File: config.mk
export PLATFORM = sky130hd
export DESIGN_NAME = jtpcm_nch
export DESIGN_NICKNAME = d
export VERILOG_FILES = /design/src/rtl/jtpcm_nch.sv
export SDC_FILE = /design/constraint.sdc
export NUM_CORES = 1
export LEC_CHECK = 0
export ABC_CLOCK_PERIOD_IN_PS = 7200
export CORE_MARGIN = 8
export CORE_UTILIZATION = 59
export DETAILED_ROUTE_END_ITERATION = 8
export GPL_TIMING_DRIVEN = 1
export PLACE_DENSITY_LB_ADDON = 0.05
export SLEW_MARGIN = 0
export SYNTH_ARGS = -nofsm -noshare
export SYNTH_HDL_FRONTEND = slang
export SYNTH_SLANG_ARGS = --single-unit
File: constraint.sdc
create_clock -name clk -period 7.2 [get_ports clk]
set_input_delay 1.44 -clock clk [delete_from_list [all_inputs] [get_ports clk]]
set_output_delay 1.44 -clock clk [all_outputs]
set_load 0.02 [all_outputs]
File: src/rtl/jtpcm_nch.sv
// NCH-channel 7-bit PCM player. All channels share one ROM port through a
// round-robin prefetch arbiter, and the per-channel samples are mixed with 4-bit gains.
module jtpcm_nch #(
    parameter int NCH = 2,
    parameter int AW  = 17,
    localparam int CW = (NCH > 1) ? $clog2(NCH) : 0
) (
    input  logic            clk,
    input  logic            rst,
    input  logic            cen,
    input  logic [5:0]      addr,
    input  logic            we,
    input  logic [7:0]      din,
    output logic [7:0]      dout,
    output logic            cen_e,
    output logic            cen_q,
    output logic [AW-1:0]   rom_addr,
    output logic            rom_cs,
    input  logic            rom_ok,
    input  logic [7:0]      rom_dout,
    output logic [NCH-1:0]  underrun,
    output logic [10+CW:0]  snd
);
    localparam int IW = (NCH > 1) ? CW : 1;

    typedef enum logic { IDLE, WAIT } state_t;
    state_t state, state_nxt;

    logic [1:0]    tick;
    logic [11:0]   pre    [NCH];
    logic [1:0]    presel [NCH];
    logic [AW-1:0] start  [NCH];
    logic [AW-1:0] ptr    [NCH];
    logic [3:0]    gain   [NCH];
    logic [11:0]   cnt    [NCH];
    logic [7:0]    sbuf   [NCH];
    logic [6:0]    snd_c  [NCH];

    logic [NCH-1:0] busy, valid, loop_en, over, keyon, stop, req, loop_rst;
    logic [IW-1:0]  cur, last, pick;
    logic           found, first, discard, issue, complete;
    logic [2:0]     wr_ch, wr_idx;
    logic           wr_ok;
    logic [10+CW:0] mix;
    logic [7:0]     dout_nxt;

    function automatic logic div_over(input logic [11:0] c, input logic [1:0] sel);
        if (sel[0]) return &c[7:0];
        if (sel[1]) return &c[11:8];
        return &c;
    endfunction

    function automatic logic [10:0] weight(input logic [6:0] s, input logic [3:0] g);
        return 11'(s) * 11'(g);
    endfunction

    // Returns {found, channel}: nearest requester after 'from' in round-robin order.
    function automatic logic [IW:0] rr_pick(input logic [NCH-1:0] r, input logic [IW-1:0] from);
        int best;
        int d;
        logic [IW:0] res;
        best = NCH;
        res  = '0;
        for (int j = 0; j < NCH; j++) begin
            d = (j + 2 * NCH - int'(from) - 1) % NCH;
            if (r[j] && d < best) begin
                best = d;
                res  = {1'b1, IW'(j)};
            end
        end
        return res;
    endfunction

    always_comb begin
        wr_ch    = addr[5:3];
        wr_idx   = addr[2:0];
        wr_ok    = we && ({1'b0, wr_ch} < 4'(NCH));
        over     = '0;
        keyon    = '0;
        stop     = '0;
        req      = '0;
        loop_rst = '0;
        mix      = '0;
        dout_nxt = '0;
        for (int c = 0; c < NCH; c++) begin
            over[c]     = div_over(cnt[c], presel[c]);
            keyon[c]    = wr_ok && wr_ch == 3'(c) && wr_idx == 3'd5;
            stop[c]     = wr_ok && wr_ch == 3'(c) && wr_idx == 3'd7 && din[1];
            req[c]      = busy[c] && !valid[c] && !(state == WAIT && cur == IW'(c));
            loop_rst[c] = cen_q && over[c] && busy[c] && valid[c] && sbuf[c][7] && loop_en[c];
            mix         = mix + (11+CW)'(weight(snd_c[c], gain[c]));
            dout_nxt[c] = busy[c];
        end
        {found, pick} = rr_pick(req, last);
    end

    always_comb begin
        state_nxt = state;
        issue     = 1'b0;
        complete  = 1'b0;
        case (state)
            IDLE: if (found) begin
                issue     = 1'b1;
                state_nxt = WAIT;
            end
            WAIT: if (!first && rom_ok) begin
                complete  = 1'b1;
                state_nxt = IDLE;
            end
            default: state_nxt = IDLE;
        endcase
    end

    always_ff @(posedge clk) begin
        if (rst) state <= IDLE;
        else     state <= state_nxt;
    end

    always_ff @(posedge clk) begin
        if (rst) begin
            tick     <= '0;
            cen_q    <= 1'b0;
            cen_e    <= 1'b0;
            cur      <= '0;
            last     <= '0;
            first    <= 1'b0;
            discard  <= 1'b0;
            rom_cs   <= 1'b0;
            rom_addr <= '0;
            snd      <= '0;
            dout     <= '0;
            underrun <= '0;
            busy     <= '0;
            valid    <= '0;
            loop_en  <= '0;
            for (int c = 0; c < NCH; c++) begin
                pre[c]    <= '0;
                presel[c] <= '0;
                start[c]  <= '0;
                ptr[c]    <= '0;
                gain[c]   <= '0;
                cnt[c]    <= '0;
                sbuf[c]   <= '0;
                snd_c[c]  <= '0;
            end
        end else begin
            if (cen) tick <= tick + 2'd1;
            cen_q <= cen && tick == 2'd1;
            cen_e <= cen && tick == 2'd3;
            snd   <= mix;
            dout  <= dout_nxt;

            // ROM port: a key-on or stop of the channel being fetched poisons the returned byte
            if (issue) begin
                rom_addr <= ptr[pick];
                rom_cs   <= 1'b1;
                cur      <= pick;
                last     <= pick;
                first    <= 1'b1;
                discard  <= keyon[pick] | stop[pick];
            end else if (state == WAIT) begin
                first <= 1'b0;
                if (complete) rom_cs <= 1'b0;
                if (keyon[cur] | stop[cur]) discard <= 1'b1;
            end

            for (int c = 0; c < NCH; c++) begin
                if (cen_q) cnt[c] <= over[c] ? pre[c] : cnt[c] + 12'd1;
                if (cen_q && over[c]) begin
                    if (!busy[c]) begin
                        snd_c[c] <= '0;
                    end else if (valid[c]) begin
                        snd_c[c] <= sbuf[c][6:0];
                        valid[c] <= 1'b0;
                        if (sbuf[c][7]) begin
                            if (loop_en[c]) ptr[c]  <= start[c];
                            else            busy[c] <= 1'b0;
                        end
                    end else begin
                        underrun[c] <= 1'b1;
                    end
                end
                if (complete && cur == IW'(c) && !discard && !loop_rst[c]) begin
                    sbuf[c]  <= rom_dout;
                    valid[c] <= 1'b1;
                    ptr[c]   <= ptr[c] + AW'(1);
                end
                // Register writes come last so key-on/stop override playback updates
                if (wr_ok && wr_ch == 3'(c)) begin
                    case (wr_idx)
                        3'd0: pre[c][7:0] <= din;
                        3'd1: begin
                            pre[c][11:8] <= din[3:0];
                            presel[c]    <= din[5:4];
                        end
                        3'd2, 3'd3, 3'd4: begin
                            for (int b = 0; b < AW && b < 24; b++)
                                if (3'(b / 8 + 2) == wr_idx) start[c][b] <= din[b % 8];
                        end
                        3'd5: begin
                            busy[c]  <= 1'b1;
                            ptr[c]   <= start[c];
                            valid[c] <= 1'b0;
                            cnt[c]   <= pre[c];
                        end
                        3'd6: gain[c] <= din[3:0];
                        3'd7: begin
                            loop_en[c]  <= din[0];
                            underrun[c] <= 1'b0;
                            if (din[1]) begin
                                busy[c]  <= 1'b0;
                                valid[c] <= 1'b0;
                                snd_c[c] <= '0;
                            end
                        end
                        default: ;
                    endcase
                end
            end
        end
    end
endmodule

==> impl_metrics.yaml <==
setup_path:
  timing.critical_path.arrival_ns: 4.91
  worst-setup-path-type: "flop to flop"
  r2r.worst_path.cells: 14
  rr_endpoint: "snd[10]"
  cp-end-kind: "flop"
  reg2reg_from: "gain[0][7]"
  start_kind: "flop"
  required_ns: 7.59
  regToRegSetupSlack_ns: 2.69
  crit_fanout: 7
grt:
  vias_in_the_first_global_route: 7403
  grt_start_max_net_pins: 59
  global_route.overflow_total: 0
  grt.total_usage_pct: 20.52
  grt_pass1_wl_um: 38720
  grt_antenna_before_repair: 2
outcome:
  status: "finished, final reports clean"
cts:
  tritoncts_num_sinks: 206
  clk_pin_slew_worst_paths_ns: 0.06
  cts_tree: "yes"
  cts-root-buf: "sky130_fd_sc_hd__clkbuf_16"
  post_cts.resized_instances: 0
  clock_insertion_delay_worst_skew_ns: 0.51
  cts-htree-levels: 1
  cts.repair_timing.setup_buffer_count: 0
  number_of_buffers_created_by_cts: 23
  postCtsHoldBufs: 0
  cts-root-to-sink-buffers: 3
synthesis:
  syn_avg_cell_area_um2: 11.31
  ys_warn_count: 0
  synthDistinctLibCells: 66
  synth.cell_area_um2: 11040
  post_synth_inst_count: 976
  synth-edff-count: 158
  synthArstFlopShare_pct: 0
  synth_sequential_area_ratio_pct: 51.70
  synth.ff_latch_count: 206
  dominantRegCellSynth: "sky130_fd_sc_hd__edfxtp_1"
timing:
  final.setup_skew_ns: 0.009800
  period_minus_slack_ns: 4.514
  timing.final.ws_setup_ns: 2.686
  grt_setup_unrepaired: "no"
  tightest_slew_ns: 1.210
  timing.final.max_slew_violations: 0
  timing.final.setup_violations: 0
  period_share_pct: 62.70
  peak_clock_frequency_supported_by_timing_ghz: 0.2215
  setup_tns_ns: 0
  maxSlewHeadroom_pct: 18.67
  hold_viol_final: 0
job:
  max_cap_violations: 0
floorplan:
  start_util_pct: 59.59
  rows: 50
  chipWidth_um: 152.8
  ioPinCount: 69
  die_area_um2: 23340
  die-height_um: 152.8
  placeableCoreArea_um2: 18520
layout:
  final_common_cell: "sky130_fd_sc_hd__edfxtp_1"
  design.final.nets: 1130
  final_cell_mix: "sky130_fd_sc_hd__edfxtp_1, sky130_fd_sc_hd__nor2_1, sky130_fd_sc_hd__and2_1, sky130_fd_sc_hd__inv_1, sky130_fd_sc_hd__clkdlybuf4s50_1"
  layout-drive-gt1-share_pct: 6.939
  final-seq-area_um2: 5705
  fill_cells: 1444
  multi_input_gate_area_in_the_final_layout_um2: 4807
  antenna-diode-count: 0
  synthToLayoutAreaGrowth_pct: 13.41
  final-instance-count-excl-fill: 1286
min_path:
  hold_start: "rom_cs"
  hold_path_end: "rom_cs"
  holdCritPathClass: "flop to flop"
  worst_hold_path.num_cells: 2
routing:
  number_of_detailed_route_iterations_in_the_first_pass: 7
  ant_nets: 0
  wl_per_cell_um: 18.77
  finalWirelength_um: 24140
  dr_total_vias: 7382
  drt-initial-drc-count: 668
  drc_errors: 0
  post_drt_via_cell_ratio: 5.740
pwr:
  ir_worst_vdd_v: 0.0001745
  clockPowerShare_pct: 37.9
  internal_power_w: 0.002144
  power.density_nw_per_um2: 228.6
  power.share.switching_pct: 25.05
  share_seq_of_total_power_pct: 48.3
  switching_power_summed_over_all_nets_w: 0.0007168
  total_leakage_power_nw: 4.688
  proportion_of_power_drawn_by_combinational_gates_pct: 13.8
placement:
  place_worst_setup_slack_ns: 2.626
  place.gp.congestion: 0.8756
  dp.final_hpwl_um: 17950
  port_buffers: 62
  place.detailed.instances: 1246
[flip-flops by register name, indices dropped and copies added (netlist names), 8 cells and up]
register,count
cnt,24
sbuf,16
start,34
ptr,34
snd_c,14
snd,12
rom_addr,17
gain,8
pre,24
[stage by stage]
step	hold slack, ns	utilization, %	power [W]	instance area, um^2
5_1_grt	0.4758	67.59	0.002977	12520
3_5_place_dp	0.4506	63.86	0.001805	11830
6_report	0.4574	67.59	0.002861	12520
2_1_floorplan	0.4485	-	0.001674	11050
3_3_place_gp	0.4431	63.86	0.001794	11830
4_1_cts	0.4586	67.59	0.002884	12520
[worst max-delay path, stage by stage, from the launching register on]
cell	delay, ns
sky130_fd_sc_hd__edfxtp_1	0.45
sky130_fd_sc_hd__and2_1	0.19
sky130_fd_sc_hd__fa_1	0.51
sky130_fd_sc_hd__fa_1	0.54
sky130_fd_sc_hd__fa_1	0.55
sky130_fd_sc_hd__inv_1	0.05
sky130_fd_sc_hd__fa_1	0.52
sky130_fd_sc_hd__inv_1	0.04
sky130_fd_sc_hd__ha_1	0.30
sky130_fd_sc_hd__nor2b_1	0.15
sky130_fd_sc_hd__o21a_1	0.16
sky130_fd_sc_hd__nor2_1	0.17
sky130_fd_sc_hd__o21ai_0	0.13
sky130_fd_sc_hd__o41ai_1	0.27
sky130_fd_sc_hd__mux2_2	0.37
[routing by layer]
metal	wire length [um]	track usage (%)
met5	0	0
met4	459	5.042
met3	1404	2.864
met2	11650	34.94
met1	10620	27.24
[worst max path at each step]
stage / cells after the start / from / slack (ns) / endpoint
6_report: 14 / gain[0][7] / 2.69 / snd[10]
5_1_grt: 14 / gain[0][7] / 2.49 / snd[10]
4_1_cts: 14 / gain[0][7] / 2.63 / snd[10]
3_5_place_dp: 14 / gain[0][7] / 2.63 / snd[10]
3_3_place_gp: 14 / gain[0][7] / 2.69 / snd[10]
2_1_floorplan: 14 / gain[0][7] / 2.88 / snd[10]
[cell type report]
cell class                 instances  area share, %
clock inverter                    10         0.6198
tap                              234          2.339
clock buffer                      30          4.889
multi-input combinational        645          38.41
sequential                       206          45.59
inverter                          90          2.699
timing repair buffer              71          5.458
[synthesized netlist by cell type, drive strengths merged (2+ instances only)]
master / n / area share (%)
o21ai: 15 / 0.68
dfxtp: 48 / 8.7
o211a: 3 / 0.27
o21a: 2 / 0.14
o31ai: 7 / 0.48
nor4b: 2 / 0.29
nor3: 20 / 1.1
or2: 2 / 0.11
a222oi: 17 / 1.5
o32ai: 17 / 2.0
nand3: 24 / 1.1
nor2b: 12 / 0.68
mux2i: 7 / 0.63
clkbuf: 23 / 0.78
xor2: 31 / 2.5
a41oi: 3 / 0.41
and2: 108 / 6.1
o41a: 2 / 0.20
o311ai: 2 / 0.16
a211oi: 36 / 2.8
a21o: 2 / 0.14
or3: 2 / 0.11
and3: 11 / 0.62
and4: 2 / 0.18
nor2: 114 / 3.9
nand4: 13 / 0.74
nor4: 2 / 0.25
edfxtp: 158 / 43
nand2b: 7 / 0.40
inv: 90 / 3.1
fa: 36 / 6.5
a21oi: 13 / 0.62
a21boi: 2 / 0.14
nand2: 54 / 1.8
buf: 17 / 1.2
xnor2: 26 / 2.1
ha: 30 / 3.4
[cells by family (layout without fill, tap and decap cells)]
kind of cell / after synthesis / count (layout) / share of synthesized area [%]
other: 1 / 6 / 0.03398
xor gates and xnor gates: 57 / 57 / 4.524
buffers and inverters: 130 / 201 / 5.000
muxes: 8 / 8 / 0.7370
and+or+nand+nor: 378 / 378 / 17.77
adders and majority gates: 66 / 66 / 9.932
DFF: 206 / 206 / 51.70
AOI/OAI and AO/OA: 130 / 130 / 10.31
[power groups by stage]
stage	registers (W)	clock network (W)	logic (W)
2_1_floorplan	0.00142	0	0.000255
3_3_place_gp	0.00141	0	0.000389
3_5_place_dp	0.00141	0	0.000397
4_1_cts	0.00138	0.00110	0.000400
5_1_grt	0.00139	0.00114	0.000446
6_report	0.00138	0.00108	0.000395
No activity file was read; power rests on OpenSTA's default activity.
